[src/rtl/bp_pkg.sv]
// bp_pkg: shared FSM states and saturating-counter helpers for branch predictors
package bp_pkg;
  typedef enum logic {BP_INIT, BP_RUN} bp_state_e;
  function automatic int ctr_next(input int ctr, input logic taken, input int bits);
    int max_v;
    max_v = (1 << bits) - 1;
    return taken ? ((ctr >= max_v) ? max_v : ctr + 1) : ((ctr <= 0) ? 0 : ctr - 1);
  endfunction
  function automatic int ctr_init(input int bits);
    return (bits == 1) ? 0 : (1 << (bits - 1)) - 1;
  endfunction
endpackage

[src/rtl/bp_index_hash.sv]
// bp_index_hash: PC word index optionally XORed with global history (gshare)
module bp_index_hash #(
  parameter int IDX_BITS = 5,
  parameter int GHR_BITS = 0,
  parameter int PC_BITS = 32,
  localparam int GW = (GHR_BITS > 0) ? GHR_BITS : 1
) (
  input logic [PC_BITS-1:0] pc,
  input logic [GW-1:0] ghr,
  output logic [IDX_BITS-1:0] idx
);
  logic unused_bits;
  assign unused_bits = ^{pc[PC_BITS-1:IDX_BITS+2], pc[1:0], ghr};
  assign idx = (GHR_BITS > 0) ? pc[IDX_BITS+1:2] ^ IDX_BITS'(ghr) : pc[IDX_BITS+1:2];
endmodule

[src/rtl/branch_predictor_table.sv]
// branch_predictor_table: direct-mapped saturating-counter BHT with optional gshare and init sweep
module branch_predictor_table
  import bp_pkg::*;
#(
  parameter int ENTRIES = 32,
  parameter int CTR_BITS = 2,
  parameter int GHR_BITS = 0,
  parameter int PC_BITS = 32,
  localparam int IDX_BITS = $clog2(ENTRIES)
) (
  input logic clk,
  input logic srst,
  input logic en,
  output logic ready,
  input logic lookup_valid,
  input logic [PC_BITS-1:0] lookup_pc,
  output logic pred_valid,
  output logic pred_taken,
  output logic [IDX_BITS-1:0] pred_index,
  input logic upd_valid,
  input logic [IDX_BITS-1:0] upd_index,
  input logic upd_taken
);
  localparam int GW = (GHR_BITS > 0) ? GHR_BITS : 1;
  bp_state_e state, state_nxt;
  logic [IDX_BITS-1:0] init_idx, lk_idx, w_idx;
  logic [GW-1:0] ghr;
  logic [CTR_BITS-1:0] tbl [ENTRIES];
  logic [CTR_BITS-1:0] w_data, rd_ctr;
  logic lk_acc, upd_acc, sweep, w_en;
  bp_index_hash #(.IDX_BITS(IDX_BITS), .GHR_BITS(GHR_BITS), .PC_BITS(PC_BITS)) u_hash (
    .pc(lookup_pc),
    .ghr(ghr),
    .idx(lk_idx)
  );
  always_comb begin
    ready = state == BP_RUN;
    sweep = en && state == BP_INIT;
    lk_acc = lookup_valid && en && ready;
    upd_acc = upd_valid && en && ready;
    w_en = sweep || upd_acc;
    w_idx = sweep ? init_idx : upd_index;
    w_data = sweep ? CTR_BITS'(ctr_init(CTR_BITS))
                   : CTR_BITS'(ctr_next(int'(tbl[upd_index]), upd_taken, CTR_BITS));
    rd_ctr = (upd_acc && upd_index == lk_idx) ? w_data : tbl[lk_idx];
    state_nxt = (sweep && init_idx == IDX_BITS'(ENTRIES - 1)) ? BP_RUN : state;
  end
  always_ff @(posedge clk) begin
    if (srst) begin
      state <= BP_INIT;
      init_idx <= '0;
      ghr <= '0;
      pred_valid <= 1'b0;
      pred_taken <= 1'b0;
      pred_index <= '0;
    end else begin
      state <= state_nxt;
      init_idx <= sweep ? init_idx + IDX_BITS'(1) : init_idx;
      ghr <= upd_acc ? GW'({ghr, upd_taken}) : ghr;
      pred_valid <= lk_acc;
      pred_taken <= lk_acc ? rd_ctr[CTR_BITS-1] : pred_taken;
      pred_index <= lk_acc ? lk_idx : pred_index;
    end
  end
  always_ff @(posedge clk) begin
    if (!srst && w_en) tbl[w_idx] <= w_data;
  end
endmodule
[config.mk]
export PLATFORM = sky130hd
export DESIGN_NAME = branch_predictor_table
export DESIGN_NICKNAME = d
export VERILOG_FILES = /design/src/rtl/bp_pkg.sv /design/src/rtl/bp_index_hash.sv /design/src/rtl/branch_predictor_table.sv
export SDC_FILE = /design/constraint.sdc
export NUM_CORES = 1
export LEC_CHECK = 0
export BUFFER_PORTS_ARGS = -buffer_cell sky130_fd_sc_hd__buf_2
export CAP_MARGIN = 40
export CORE_MARGIN = 2
export CORE_UTILIZATION = 25
export CTS_CLUSTER_DIAMETER = 40
export CTS_CLUSTER_SIZE = 40
export DETAILED_ROUTE_END_ITERATION = 12
export PLACE_DENSITY = 0.47
export SLEW_MARGIN = 20
export SYNTH_ARGS = -nofsm -noshare
export SYNTH_HDL_FRONTEND = slang
export SYNTH_SLANG_ARGS = --single-unit
[constraint.sdc]
create_clock -name clk -period 4.83 [get_ports clk]
set_clock_uncertainty 0.2 [all_clocks]
set_input_delay 0.966 -clock clk [delete_from_list [all_inputs] [get_ports clk]]
set_output_delay 0.966 -clock clk [all_outputs]
set_load 0.01 [all_outputs]
==> impl_metrics.py <==
metrics = {
    "outcome": {
        "run_status": "finished, final reports clean",
    },
    "worst_setup_path": {
        "worst_r2r_path_depth": 6,
        "endpoint_kind": "register",
        "data_required_time_of_the_worst_path_ps": 4700,
        "path_class": "input pin to register",
        "timing.critical_path.from": "upd_index[0]",
        "endpoint": "tbl[12][0]",
        "critPathMaxFanout": 22,
        "timing.reg2reg.setup_slack_ps": 1970,
        "cp_launch_type": "input pin",
        "endpoint_of_the_worst_register_to_register_path": "pred_taken",
        "worst_ep_arrival_time_ps": 3510,
        "timing.rr.start": "ready",
    },
    "cells_and_area": {
        "drive_gt1_share_pct": 18.67,
        "fillCellCount": 1541,
        "area_growth_syn_to_layout_pct": 15.91,
        "post-route-util_pct": 29.22,
        "num_antenna_cells": 0,
        "finish.cell_count_without_fillers": 504,
        "fin_nets": 356,
    },
    "die": {
        "num_rows": 45,
        "fp.dieW_um": 127.1,
        "design.die.area_um2": 16160,
        "floorplan.io_pins": 51,
        "design.core.area_um2": 15030,
        "floorplan.initialDensity_pct": 25.21,
        "die_h_um": 127.1,
    },
    "min_path": {
        "hold_crit_depth": 2,
        "timing.hold.worst.class": "register to register",
    },
    "synthesis": {
        "synth_adder_area_share_pct": 0.6603,
        "synth_top_family_by_area": "multiplexers",
        "synth-compound-area-share_pct": 7.890,
        "synth-seq-area-share_pct": 57.58,
        "synth-simple-area-share_pct": 11.22,
        "post_synth_inst_count": 287,
        "post_synth_most_frequent_cells": "edfxtp_1 (64), nor2_1 (47), mux2i_1 (27)",
        "yosysTopAreaCellShare_pct": 50.71,
        "yosys_most_used_dff": "edfxtp_1",
        "syn-cell-area_um2": 3790,
        "netlist_top_cells_area": "edfxtp_1 (51%), mux4_2 (8.3%), mux2i_1 (7.1%)",
        "ys_seq_elements": 77,
        "cell_accounting_for_the_most_synthesized_area": "edfxtp_1",
        "post_synth_xor_area_fraction_pct": 1.849,
        "synth.lib_cells_used.distinct": 48,
        "synth.avg_cell_area_um2": 13.21,
        "synth-edff-count": 64,
        "synth.most_common_cell": "edfxtp_1",
        "ys_warn_count": 0,
        "synth_nets": 332,
        "post_synth_mux_area_share_pct": 18.22,
        "async_flop_share_pct": 0,
    },
    "detailed_routing": {
        "final_wirelength_um": 9119,
        "drt_iter0_drc": 257,
        "via_per_inst": 4.899,
        "drt_antenna_net_count": 0,
        "drcViolationCount": 0,
        "wire_per_inst_um": 18.09,
        "detailroute.via_count": 2469,
        "detail_route.first_pass.iterations": 5,
    },
    "power": {
        "vdd_drop_max_uv": 203.4,
        "clock_power_share_pct": 40.6,
        "combPwrFrac_pct": 9.8,
        "netSwitchingFraction_pct": 23.70,
        "intPower_mw": 1.133,
        "netSwitchingPower_mw": 0.3518,
        "power.static_leakage_nw": 1.561,
        "power_mw": 1.484,
        "power.share.sequential_pct": 49.7,
        "power_per_cell_area_nw_per_um2": 337.9,
    },
    "sta": {
        "timing_max_transition_violations_final": 0,
        "final_worst_path_period_share_pct": 75.36,
        "tns_ps": 0,
        "max_clock_freq_mhz": 274.7,
        "setup_violations": 0,
        "slew-limit-headroom_pct": 43.63,
        "tightest_slew_ps": 843.8,
        "hold_violation_total_from_the_final_report": 0,
        "min_period_ps": 3640,
        "rsz0062_at_grt": "no",
    },
    "place": {
        "gp_congestion": 0.7764,
        "port-buffer-count": 23,
        "hpwlAfterDp_um": 6463,
        "dp.cells": 488,
    },
    "cts": {
        "post-cts-setup-buffers": 0,
        "cts_buffer_depth": 2,
        "cts-htree-levels": 3,
        "number_of_buffers_added_to_fix_hold_violations_after_cts": 0,
        "cts_resized": 0,
        "cts_buffers": 9,
        "cts_tree": "done",
        "cts.reportedPaths.clkPinSlew_ps": 60,
        "cts.root.buffer_cell": "clkbuf_16",
        "clkLatencyLatePin_ps": 340,
        "clock_sinks": 77,
    },
    "global_routing": {
        "grt_pass1_vias": 2466,
        "grtUsageTotal_pct": 11.78,
        "grt_max_degree": 23,
        "antenna_found_initial": 0,
        "grt_pass1_wl_um": 14190,
        "grt.overflow.total": 0,
    },
    "run": {
        "drv.max_cap_violation_count": 0,
    },
}
==> power by group through the flow <==
stage | clock network (mW) | registers, mW | logic, mW
3_5_place_dp | 0 | 0.751 | 0.146
3_3_place_gp | 0 | 0.751 | 0.141
5_1_grt | 0.642 | 0.737 | 0.158
4_1_cts | 0.616 | 0.737 | 0.146
6_report | 0.603 | 0.737 | 0.145
2_1_floorplan | 0 | 0.751 | 0.0936
==> how the worst min path moves through the flow <==
| stage | startpoint | to | slack, ps |
|---|---|---|---|
| final | pred_index[4] | pred_index[4] | 290 |
| after floorplan | init_idx[4] | init_idx[4] | 260 |
| after global routing | pred_index[3] | pred_index[3] | 350 |
| after global placement | pred_index[3] | pred_index[3] | 270 |
| after CTS | pred_index[4] | pred_index[4] | 290 |
| after detailed placement | pred_index[4] | pred_index[4] | 280 |
==> state kept, by name, indices dropped and copies added (netlist names) <==
register    flops
ready           1
pred_index      5
pred_valid      1
tbl            64
pred_taken      1
init_idx        5
==> critical path, stage by stage <==
cell and delay, ps:
buf_2 410, buf_12 220, mux4_2 490, nand2b_1 150, a22oi_1 320, a21oi_1 110, o211ai_1 290, o311ai_4 270
buf_8 270
==> layout make-up <==
class	count	area (µm²)	share of cell area [%]
clock buffer	11	232.7	5.298
clock inverter	5	27.53	0.6266
tap	188	235.2	5.355
inverter	4	15.01	0.3418
sequential	77	2182	49.67
timing repair buffer	28	172.7	3.931
multi-input combinational	191	1528	34.78
==> cell families (layout without fill, tap and decap cells) <==
group,after synthesis,after routing
adder cells (fa/ha/maj),2,2
buffers and inverters,19,48
multiplexers,45,45
AND/OR/NAND/NOR,98,98
XOR/XNOR,8,8
AO/OA/AOI/OAI,38,38
flip-flops,77,77
==> cells in the final DEF, fill, tap and decap left out, types with 7 or more instances in the layout <==
master / Yosys / routed
mux4_2: 14 / 14
nand3_1: 7 / 7
a221oi_1: 8 / 8
clkbuf_16: 0 / 9
edfxtp_1: 64 / 64
dfxtp_1: 13 / 13
nor2_1: 47 / 47
mux2i_1: 27 / 27
buf_2: 3 / 23
nand2_1: 26 / 26
==> per-stage QoR <==
step                      area (µm²)  hold slack [ps]  worst slack (ps)
after floorplan                 3790            259.9             573.3
after global placement          4118            270.9             596.1
after detailed placement        4133            279.7             819.4
after CTS                       4393            294.6              1158
after global routing            4393            345.7              1037
final                           4393            288.9              1190
==> metal layers <==
layer,part of all wire [%],GRT usage [%],wire (µm)
met4,0.88,2.327,80
met1,46,15.99,4236
met2,46,18.56,4210
met5,0,0,0
met3,6.5,3.894,591
Power figures use the tool's default switching activity.
